## config.mk

```make
export PLATFORM = sky130hd
export DESIGN_NAME = deskew_aligner
export DESIGN_NICKNAME = d
export VERILOG_FILES = /design/src/rtl/deskew_aligner.sv
export SDC_FILE = /design/constraint.sdc
export NUM_CORES = 1
export LEC_CHECK = 0
export ABC_CLOCK_PERIOD_IN_PS = 5700
export BUFFER_PORTS_ARGS = -buffer_cell sky130_fd_sc_hd__buf_4
export CAP_MARGIN = 30
export CORE_UTILIZATION = 30
export DETAILED_ROUTE_END_ITERATION = 10
export PLACE_DENSITY_LB_ADDON = 0.2
export SLEW_MARGIN = 10
export SYNTH_ARGS = -nofsm -noshare
export SYNTH_HDL_FRONTEND = slang
export SYNTH_SLANG_ARGS = --single-unit
```

## constraint.sdc

```tcl
create_clock -name clock -period 5.7 [get_ports clock]
set_clock_uncertainty 0.2 [all_clocks]
set_input_delay 0.285 -clock clock [delete_from_list [all_inputs] [get_ports clock]]
set_output_delay 0.285 -clock clock [all_outputs]
set_load 0.1 [all_outputs]
```

## src/rtl/deskew_aligner.sv

```systemverilog
// Re-aligns a lane-staggered word (lane i arrives i cycles after lane 0) into one output word.
// Latency: NUM_LANES-1 edges from lane-0 sample to valid_out (1 edge when NUM_LANES=1).
// No backpressure: accepts one word per cycle, delivers one word per cycle, never stalls.
module deskew_aligner #(
   parameter int LANE_BITS = 16,
   parameter int NUM_LANES = 4
) (
   input  logic                           clock,
   input  logic                           reset,
   input  logic [NUM_LANES-1:0]           valid_in,
   input  logic [NUM_LANES*LANE_BITS-1:0] data_in,
   output logic                           valid_out,
   output logic [NUM_LANES*LANE_BITS-1:0] data_out,
   output logic                           busy,
   output logic [15:0]                    word_count,
   output logic                           skew_error
);

   localparam int W = NUM_LANES * LANE_BITS;

   // vtap[k] = valid of the word whose lane 0 entered k cycles ago; vtap[0] is the live input
   logic [NUM_LANES-1:0] vtap;
   // lane taps after their complementary delay, ready for the output register
   logic [W-1:0]         aligned;
   logic                 load;
   logic                 mismatch;

   generate
      if (NUM_LANES > 1) begin : g_vpipe
         logic [NUM_LANES-1:1] vpipe;

         // Shift the lane-0 valid down the pipeline every cycle
         always_ff @(posedge clock or posedge reset) begin
            if (reset) begin
               vpipe <= '0;
            end else begin
               vpipe[1] <= valid_in[0];
               for (int k = 2; k < NUM_LANES; k++) begin
                  vpipe[k] <= vpipe[k-1];
               end
            end
         end

         assign vtap = {vpipe, valid_in[0]};
      end else begin : g_no_vpipe
         assign vtap = valid_in[0];
      end

      for (genvar i = 0; i < NUM_LANES; i++) begin : g_lane
         localparam int DLY = NUM_LANES - 1 - i;

         if (DLY == 0) begin : g_direct
            // The last lane arrives last, so it goes straight to the output register
            assign aligned[i*LANE_BITS +: LANE_BITS] = data_in[i*LANE_BITS +: LANE_BITS];
         end else begin : g_delay
            logic [LANE_BITS-1:0] sr [DLY];

            // Complementary delay line; shifts unconditionally so timing never depends on valid
            always_ff @(posedge clock or posedge reset) begin
               if (reset) begin
                  for (int k = 0; k < DLY; k++) begin
                     sr[k] <= '0;
                  end
               end else begin
                  sr[0] <= data_in[i*LANE_BITS +: LANE_BITS];
                  for (int k = 1; k < DLY; k++) begin
                     sr[k] <= sr[k-1];
                  end
               end
            end

            assign aligned[i*LANE_BITS +: LANE_BITS] = sr[DLY-1];
         end
      end
   endgenerate

   // Word completes when its lane-0 valid reaches the end of the pipeline
   assign load     = vtap[NUM_LANES-1];
   assign busy     = |vtap;
   // Bit 0 compares valid_in[0] with itself, so only lanes 1.. can flag a mismatch
   assign mismatch = |(valid_in ^ vtap);

   // Output register, delivered-word counter and sticky skew flag
   always_ff @(posedge clock or posedge reset) begin
      if (reset) begin
         valid_out  <= 1'b0;
         data_out   <= '0;
         word_count <= '0;
         skew_error <= 1'b0;
      end else begin
         valid_out <= load;
         if (load) begin
            data_out <= aligned;
            if (word_count != 16'hFFFF) begin
               word_count <= word_count + 16'd1;
            end
         end
         if (mismatch) begin
            skew_error <= 1'b1;
         end
      end
   end

endmodule

```

==> flow_metrics.tcl, run 1 <==
set metrics [dict create \
    status "complete, no violations" \
    drive_above_1_share 0.4599 \
    final_cells 795 \
    startpoint_type "register" \
    gr-total-overflow 0 \
    final_common_cell "dfrtp_1" \
    htree_levels 4 \
    place_inst 695 \
    crit_path_end_kind "output pin" \
    wirelength_um 10690 \
    syn_nets 387 \
    grt_pass1_wl_um 17880 \
    hold_viol_final 0 \
    slew_headroom 0.5202 \
    drt-pass1-iter-count 4 \
    swShare 0.3509 \
    drtAntennaViolNets 0 \
    antenna_found_initial 0 \
    postCtsSetupRepairBufs 0 \
    crit_path_max_fanout 47 \
    rows 50 \
    route.met2.wl_um 5231 \
    dpl.hpwl_um 6527 \
    max_freq_mhz 376.1 \
    mappedNetlistArea_um2 5713 \
    cts.clk_slew.worst_paths_ns 0.07 \
    power_switching_uw 1233 \
    io_buffers 152 \
    die_w_um 140.0 \
    grt_max_degree 83 \
    arrival_ns 2.17 \
    fill_cells 1658 \
    final_cell_mix "dfrtp_1 (180), buf_4 (153), dlygate4sd3_1 (67), mux2_2 (65), clkbuf_16 (17)" \
    top_layer "met4" \
    design_area_um2 8454 \
    p_int_uw 2282 \
    diodes 0 \
    max_slew.worst_pin.slew_ns 0.7197 \
    ios 153 \
    first_iter_violations 98 \
    synth-edff-count 0 \
    clock-sinks 181 \
    critPathKind "reg -> out" \
    rsz0062_at_grt "false" \
    sequentialPowerShare 0.418 \
    utilization 0.4520 \
    combPwrFrac 0.246 \
    start_util 0.3054 \
    cts_tree "built" \
    fin_setup_tns_ns 0 \
    numCtsBuffers 17 \
    p_leak_uw 0.003877 \
    finalCritPeriodShare 0.4664 \
    async_reset_ff_frac 1.000 \
    clock-root-buffer "clkbuf_16" \
    met1_length_um 4596 \
    dieArea_um2 19600 \
    ys_seq_elements 181 \
    gp_congestion 0.7950 \
    synthCells 316 \
    cap_violations 0 \
    setup_viol 0 \
    route.met3.wl_um 722 \
    first_global_vias 3604 \
    cts_buffer_depth 2 \
    core-area_um2 18710 \
    power.density_nw_per_um2 415.7 \
    drc 0 \
    syn_area_per_cell_um2 18.08 \
    hold_class "in -> reg" \
    drv_slew 0 \
    worstPathRequired_ns 5.22 \
    vias_per_cell 4.208 \
    fp.dieH_um 140.0 \
    final_nets 619 \
    ys_seq_area_frac 0.7928 \
    insertion_delay_ns 0.42 \
    ir_worst_vdd_mv 0.2033 \
    synthToLayoutAreaGrowth_pct 47.99 \
    synth_cell_types 31 \
    wl_per_cell_um 13.45 \
    grt.total_usage 0.1183 \
    dpl_cell_area_um2 7153 \
    ctsResizeCount 0 \
    ctsHoldBuffers 67 \
    synth-main-ff-cell "dfrtp_1" \
    yosysWarnings 0 \
    power.share.clock 0.336 \
    finalCriticalPeriod_ns 2.659 \
    vias 3345 \
    total_power_uw 3515 \
]
per-layer routing:
metal,GRT usage,vias to the layer above
met5,0,-
met4,0.05437,0
met3,0.04684,10
met2,0.1882,96
met1,0.1412,1686
li1,-,1553
critical path, cell delays in order, from the launching register on:
cell and delay, ns:
dfrtp_4 0.65, buf_16 0.28, or4_1 0.56, buf_4 0.25
cells in the mapped netlist (all sizes together), types with 2 or more instances:
library cell	count	area, µm²
and4	3	26.28
a21oi	2	10.01
nand4	5	37.53
buf	8	33.78
nor2	6	22.52
xor2	8	70.07
dfrtp	181	4529
xnor2	6	52.55
nand2	6	25.03
mux2	66	743.2
nand3	6	30.03
or4	3	22.52
or2	2	12.51
path summary, 6_finish.rpt:
kind / start / depth (start not counted) / slack [ns] / end
setup / recovery: g_vpipe.vpipe[3] / 3 / 3.04 / busy
hold / removal: valid_in[2] / 3 / 0.02 / skew_error
setup reg to reg: word_count[0] / 5 / 3.46 / word_count[1]
hold reg to reg: g_lane[0].g_delay.sr[18] / 0 / 0.14 / aligned[2]
max in group asynchronous: reset / 4 / 3.99 / data_out[2]
min in group asynchronous: reset / 3 / 0.24 / g_vpipe.vpipe[2]
state kept, by name, summed over array words and instances, names as in the netlist:
name,flops
aligned,32
data_out,64
g_lane.g_delay.sr,64
g_vpipe.vpipe,3
skew_error,1
valid_out,1
word_count,16
metrics by stage:
stage / hold slack, ns / setup slack, ns
4_1_cts: 0.001979 / 2.986
3_3_place_gp: 0.1317 / 3.196
3_5_place_dp: 0.1293 / 3.151
2_1_floorplan: 0.1164 / 0.2997
5_1_grt: 0.01923 / 2.967
6_report: 0.02373 / 3.041
logic make-up after synthesis:
logic type / share of synthesized area
AND/OR/NAND/NOR: 0.03636
AO/OA/AOI/OAI: 0.009858
multiplexers: 0.1301
flip-flops: 0.7928
XOR/XNOR: 0.02146
adder cells (fa/ha/maj): 0.002190
buffers and inverters: 0.007226
area by class of cell:
class                           instances  area, µm²  share of cell area
Multi-Input combinational cell        125       1142              0.1351
Clock buffer                           18      439.2             0.05195
Tap cell                              234      292.8             0.03463
Inverter                                1      8.758            0.001036
Clock inverter                         14      163.9             0.01939
Timing Repair Buffer                  222       1874              0.2217
Sequential cell                       181       4533              0.5362
power groups by stage:
stage	Clock, µW	Combinational [µW]	Sequential [µW]
final	1180	865	1470
after global placement	0	819	1490
after CTS	1230	864	1480
after global routing	1280	899	1480
after floorplan	0	119	1990
after detailed placement	0	826	1500
No activity file was read; power rests on OpenSTA's default activity.
==> run 2: changes to the inputs <==
ABC_CLOCK_PERIOD_IN_PS = 2710   (was 5700)
clock period = 2.71 ns   (was 5.7 ns; I/O delays follow)
==> run 2 against run 1 <==
Effect of this change:
- via count grew 2.6%
- worst hold slack gained 0.12 ns
- total power grew 110%
- combinational power grew 110%
- clock power grew 100%
- worst setup slack lost 2.6 ns
- die area is the same
- first-iteration DRC count is the same
==> flow_metrics.tcl, run 2 (synthesis gave the netlist of run 1 again) <==
set metrics [dict create \
    rows 50 \
    whs_ns 0.1480 \
    finalCriticalPeriod_ns 2.219 \
    gr-usage-met3 0.05265 \
    first_global_vias 3663 \
    crit_path_max_fanout 6 \
    die_w_um 140.0 \
    final_cell_mix "dfrtp_1 (180), buf_4 (159), dlygate4sd3_1 (68), mux2_2 (65), clkbuf_16 (17)" \
    ios 153 \
    met2_usage 0.1826 \
    finalCritPeriodShare 0.8187 \
    dpl.hpwl_um 7084 \
    arrival_ns 2.32 \
    first_iter_violations 98 \
    final_cells 803 \
    crit_path_end_kind "register" \
    dieArea_um2 19600 \
    critPathKind "reg -> reg" \
    clock-sinks 181 \
    fp.dieH_um 140.0 \
    hold_viol_final 0 \
    io_buffers 152 \
    drtAntennaViolNets 0 \
    worstPathRequired_ns 2.82 \
    vias 3432 \
    numCtsBuffers 17 \
    final_common_cell "dfrtp_1" \
    antenna_found_initial 0 \
    htree_levels 4 \
    top_usage_layer "met2" \
    drive_above_1_share 0.4657 \
    insertion_delay_ns 0.42 \
    final_nets 627 \
    cts_tree "built" \
    wl_per_cell_um 13.65 \
    hold_class "reg -> reg" \
    vias_per_cell 4.274 \
    cts.clk_slew.worst_paths_ns 0.07 \
    place_ws_ns 0.5252 \
    drc 0 \
    drv_slew 0 \
    max_slew.worst_pin.slew_ns 0.7847 \
    gr-total-overflow 0 \
    setup_viol 0 \
    cts_buffer_depth 2 \
    wirelength_um 10960 \
    fill_cells 1631 \
    startpoint_type "register" \
    start_util 0.3054 \
    postCtsSetupRepairBufs 0 \
    ir_worst_vdd_mv 0.4074 \
    ctsResizeCount 0 \
    place_inst 703 \
    power.density_nw_per_um2 858.1 \
    p_leak_uw 0.003895 \
    fin_setup_tns_ns 0 \
    slew_headroom 0.4758 \
    grt_max_degree 40 \
    diodes 0 \
    use_met1 0.1571 \
    grt.total_usage 0.1226 \
    gp_congestion 0.7917 \
    max_freq_mhz 450.7 \
    layout_setup_ws_ns 0.4913 \
    cap_violations 0 \
    status "complete, no violations" \
    rsz0062_at_grt "false" \
    drt-pass1-iter-count 4 \
    synthToLayoutAreaGrowth_pct 48.66 \
    core-area_um2 18710 \
    grt_pass1_wl_um 18520 \
    clock-root-buffer "clkbuf_16" \
]
run 2: changes by cell type in the layout (fill, tap and decap cells not counted), sizes merged:
cell / change
clkinv: +2
clkbuf: -1
clkinvlp: +1
bufinv: -2
dlygate4sd3: +1
buf: +7
run 2: area by class of cell:
class	instances	area, µm²	area share
clock buffers	17	425.4	0.05009
clock inverters	15	157.7	0.01856
inverters	1	7.507	0.0008839
multi-input cells	125	1142	0.1345
flip-flops and latches	181	4533	0.5337
well taps	234	292.8	0.03447
repair buffers	230	1934	0.2278
run 2: through the flow:
| stage | util | area (µm²) | power [µW] |
|---|---|---|---|
| CTS | 0.4540 | 8493 | 7397 |
| global route | 0.4540 | 8493 | 7612 |
| floorplan | - | 5717 | 4438 |
| detailed placement | 0.3865 | 7229 | 4905 |
| finish | 0.4540 | 8493 | 7288 |
| global placement | 0.3865 | 7229 | 4876 |
run 2: final timing paths:
| check | end | slack, ns | start | cells past startpoint |
|---|---|---|---|---|
| worst max-delay path | word_count[1] | 0.49 | word_count[0] | 5 |
| worst min-delay path | aligned[2] | 0.15 | g_lane[0].g_delay.sr[18] | 0 |
| worst max register to register | word_count[1] | 0.49 | word_count[0] | 5 |
| worst min register to register | aligned[2] | 0.15 | g_lane[0].g_delay.sr[18] | 0 |
| max in group asynchronous | data_out[25] | 1.36 | reset | 4 |
| min in group asynchronous | g_lane[0].g_delay.sr[42] | 0.22 | reset | 3 |
run 2: what timing repair did:
action	CTS	global route
setup endpoints to repair	0	0
hold buffers	68	0
endpoints found under the hold margin	88	0
run 2: where the power goes:
group          switching, µW  internal (µW)  total [µW]
registers                152           2920        3080
clock network           1140           1230        2370
logic                   1380            466        1840
total                   2660           4620        7290
run 2: critical path: stages, from the launching register on:
cell     delay [ns]
dfrtp_1        0.40
ha_1           0.25
nand3_1        0.13
or4_1          0.66
nand2_2        0.15
mux2_1         0.32
run 2: routing by layer:
| layer | vias up | part of all wire |
|---|---|---|
| met3 | 16 | 0.075 |
| met1 | 1737 | 0.45 |
| met5 | - | 0 |
| li1 | 1561 | - |
| met2 | 118 | 0.46 |
| met4 | 0 | 0.017 |
==> run 3: changes to the inputs <==
ABC_AREA = 1   (was not set)
ABC_CLOCK_PERIOD_IN_PS = 2000   (was 2710)
clock period = 2 ns   (was 2.71 ns; I/O delays follow)
==> run 3 against run 2 <==
Effect of this change:
- routed wire length increased by 16%
- sequential cell count is the same
- sequential share of layout area is 2.1 points lower
- worst setup slack lost 0.40 ns
- utilization decreased by 0.28 points
- cell count grew 30%
- area after synthesis up 5.4%
- die area increased by 5.4%
- first-iteration DRC count is 57% higher
- count of clock-buffer cells in the layout is 4 higher
- critical path depth down 1
==> flow_metrics.tcl, run 3 <==
set metrics [dict create \
    async_reset_ff_frac 1.000 \
    wirelength_um 12670 \
    finalCriticalPeriod_ns 1.905 \
    status "complete, no violations" \
    vias_per_cell 4.066 \
    wl_per_cell_um 12.16 \
    final_nets 835 \
    utilization 0.4512 \
    synth_top_area_share 0.7520 \
    ys_seq_area_frac 0.7520 \
    p_leak_uw 0.004422 \
    max_stage_delay_ns 0.43 \
    arrival_ns 1.60 \
    diodes 0 \
    synth-edff-count 0 \
    synthCells 532 \
    synthTopCellsByArea "dfrtp_1 (75%), nand2_1 (16%), inv_1 (1.2%), nor2_1 (0.93%), nand3_1 (0.75%)" \
    drt-pass1-iter-count 4 \
    r2r_end "skew_error" \
    insertion_delay_ns 0.42 \
    slew_headroom 0.6130 \
    cts_buffer_depth 2 \
    synth-main-ff-cell "dfrtp_1" \
    critPathKind "reg -> out" \
    grt_pass1_wl_um 20750 \
    critPathBufInv 3 \
    antenna_found_initial 0 \
    htree_levels 4 \
    drc 0 \
    core-area_um2 19590 \
    grt_max_degree 111 \
    io_buffers 152 \
    synthToLayoutAreaGrowth_pct 46.76 \
    grt.total_usage 0.1313 \
    ys_seq_elements 181 \
    dpl_cell_area_um2 7532 \
    design_area_um2 8840 \
    netlist_top_cells_count "nand2_1 (252), dfrtp_1 (181), inv_1 (20), nor2_1 (15), nand3_1 (9)" \
    crit_family "buffers and inverters" \
    hold_class "in -> reg" \
    drive_above_1_share 0.2741 \
    vias 4237 \
    r2r_slack_ns 0.14 \
    clock-root-buffer "clkbuf_16" \
    mappedNetlistArea_um2 6023 \
    drv_slew 0 \
    clock-sinks 181 \
    max_slew.worst_pin.slew_ns 0.5805 \
    cts_tree "built" \
    crit_path_max_fanout 39 \
    finalCritPeriodShare 0.9524 \
    yosysMostFrequentCell "nand2_1" \
    start_util 0.3075 \
    synth_cell_types 25 \
    power.density_nw_per_um2 1100 \
    fp.dieH_um 143.7 \
    dieArea_um2 20650 \
    die_w_um 143.7 \
    rows 51 \
    syn_nets 603 \
    crit_path_end_kind "output pin" \
    synth_top_area_cell "dfrtp_1" \
    worst_r2r_path_depth 4 \
    yosysWarnings 0 \
    rsz0062_at_grt "false" \
    path_depth 4 \
    cts.clk_slew.worst_paths_ns 0.07 \
    startpoint_type "register" \
    fill_cells 1804 \
    timing.rr.start "g_vpipe.vpipe[3]" \
    gp_congestion 0.8032 \
    ios 153 \
    ir_worst_vdd_mv 0.5587 \
    drtAntennaViolNets 0 \
    hold_viol_final 0 \
    final_common_cell "nand2_1" \
    dpl.hpwl_um 7939 \
    critPathLaunch "g_vpipe.vpipe[3]" \
    cap_violations 0 \
    crit_path_end "busy" \
    syn_area_per_cell_um2 11.32 \
    worstPathRequired_ns 1.70 \
    crit_chain "inv_2 > buf_12 > nand3_1 > buf_4" \
    slowest_stage "dfrtp_2" \
    first_global_vias 4217 \
    gr-total-overflow 0 \
    max_freq_mhz 525.0 \
    first_iter_violations 154 \
    final_cell_mix "nand2_1 (252), dfrtp_1 (180), buf_4 (157), dlygate4sd3_1 (68), inv_1 (19)" \
    whs_ns 0.1229 \
    setup_viol 0 \
    numCtsBuffers 17 \
]
[run 3: where the power goes]
| part | switching, µW | internal, µW | leakage (µW) |
|---|---|---|---|
| registers | 157 | 3920 | 0.00217 |
| logic | 1620 | 510 | 0.00195 |
| clock network | 1440 | 2070 | 0.000307 |
| total | 3220 | 6500 | 0.00442 |
[run 3: metrics by stage]
step	setup TNS (ns)	setup slack, ns	instances	power [µW]
2_1_floorplan	-118.10	-0.6226	532	5643
3_3_place_gp	0	0.1584	942	6176
3_5_place_dp	0	0.1220	942	6195
4_1_cts	0	0.07195	1042	9858
5_1_grt	0	0.003641	1042	10130
6_report	0	0.09511	1042	9726
[run 3: worst min-delay path by stage]
| stage | startpoint | cells after the start | slack, ns | endpoint |
|---|---|---|---|---|
| final | data_in[14] | 2 | 0.12 | g_lane[0].g_delay.sr[46] |
| after global routing | data_in[18] | 2 | 0.10 | g_lane[1].g_delay.sr[18] |
| after detailed placement | data_in[25] | 1 | 0.01 | g_lane[1].g_delay.sr[25] |
| after CTS | data_in[21] | 2 | 0.09 | g_lane[1].g_delay.sr[21] |
| after floorplan | data_in[0] | 0 | -0.07 | g_lane[0].g_delay.sr[32] |
| after global placement | data_in[6] | 1 | 0.01 | g_lane[0].g_delay.sr[38] |
[run 3: cell families (layout without fill, tap and decap cells)]
logic type,count (synthesis),in the layout,share of synthesized area
AND/OR/NAND/NOR,296,296,0.2009
flip-flops,181,181,0.7520
buffers and inverters,37,282,0.02472
AO/OA/AOI/OAI,13,13,0.01454
XOR/XNOR,4,4,0.005817
adder cells (fa/ha/maj),1,1,0.002077
[run 3: timing repair]
| item | in CTS | in global routing |
|---|---|---|
| hold buffers | 68 | 0 |
| setup endpoints to repair | 0 | 5 |
| setup buffers | 0 | 0 |
| gates resized for setup | 0 | 1 |
| endpoints found under the hold margin | 247 | 0 |
[run 3: layout make-up]
type / instances / area [µm²] / share of cell area
flip-flops and latches: 181 / 4531 / 0.5125
repair buffers: 228 / 1919 / 0.2171
multi-input cells: 314 / 1350 / 0.1527
clock buffers: 21 / 460.4 / 0.05209
well taps: 265 / 331.6 / 0.03751
clock inverters: 11 / 161.4 / 0.01826
inverters: 22 / 86.33 / 0.009766
[run 3: metal layers]
metal  vias to the layer above  part of all wire  global-route usage
li1                       2090                 -                   -
met2                       119              0.47              0.2123
met3                        17             0.067             0.04299
met1                      2011              0.45              0.1615
met5                         -                 0                   0
met4                         0             0.017             0.05375
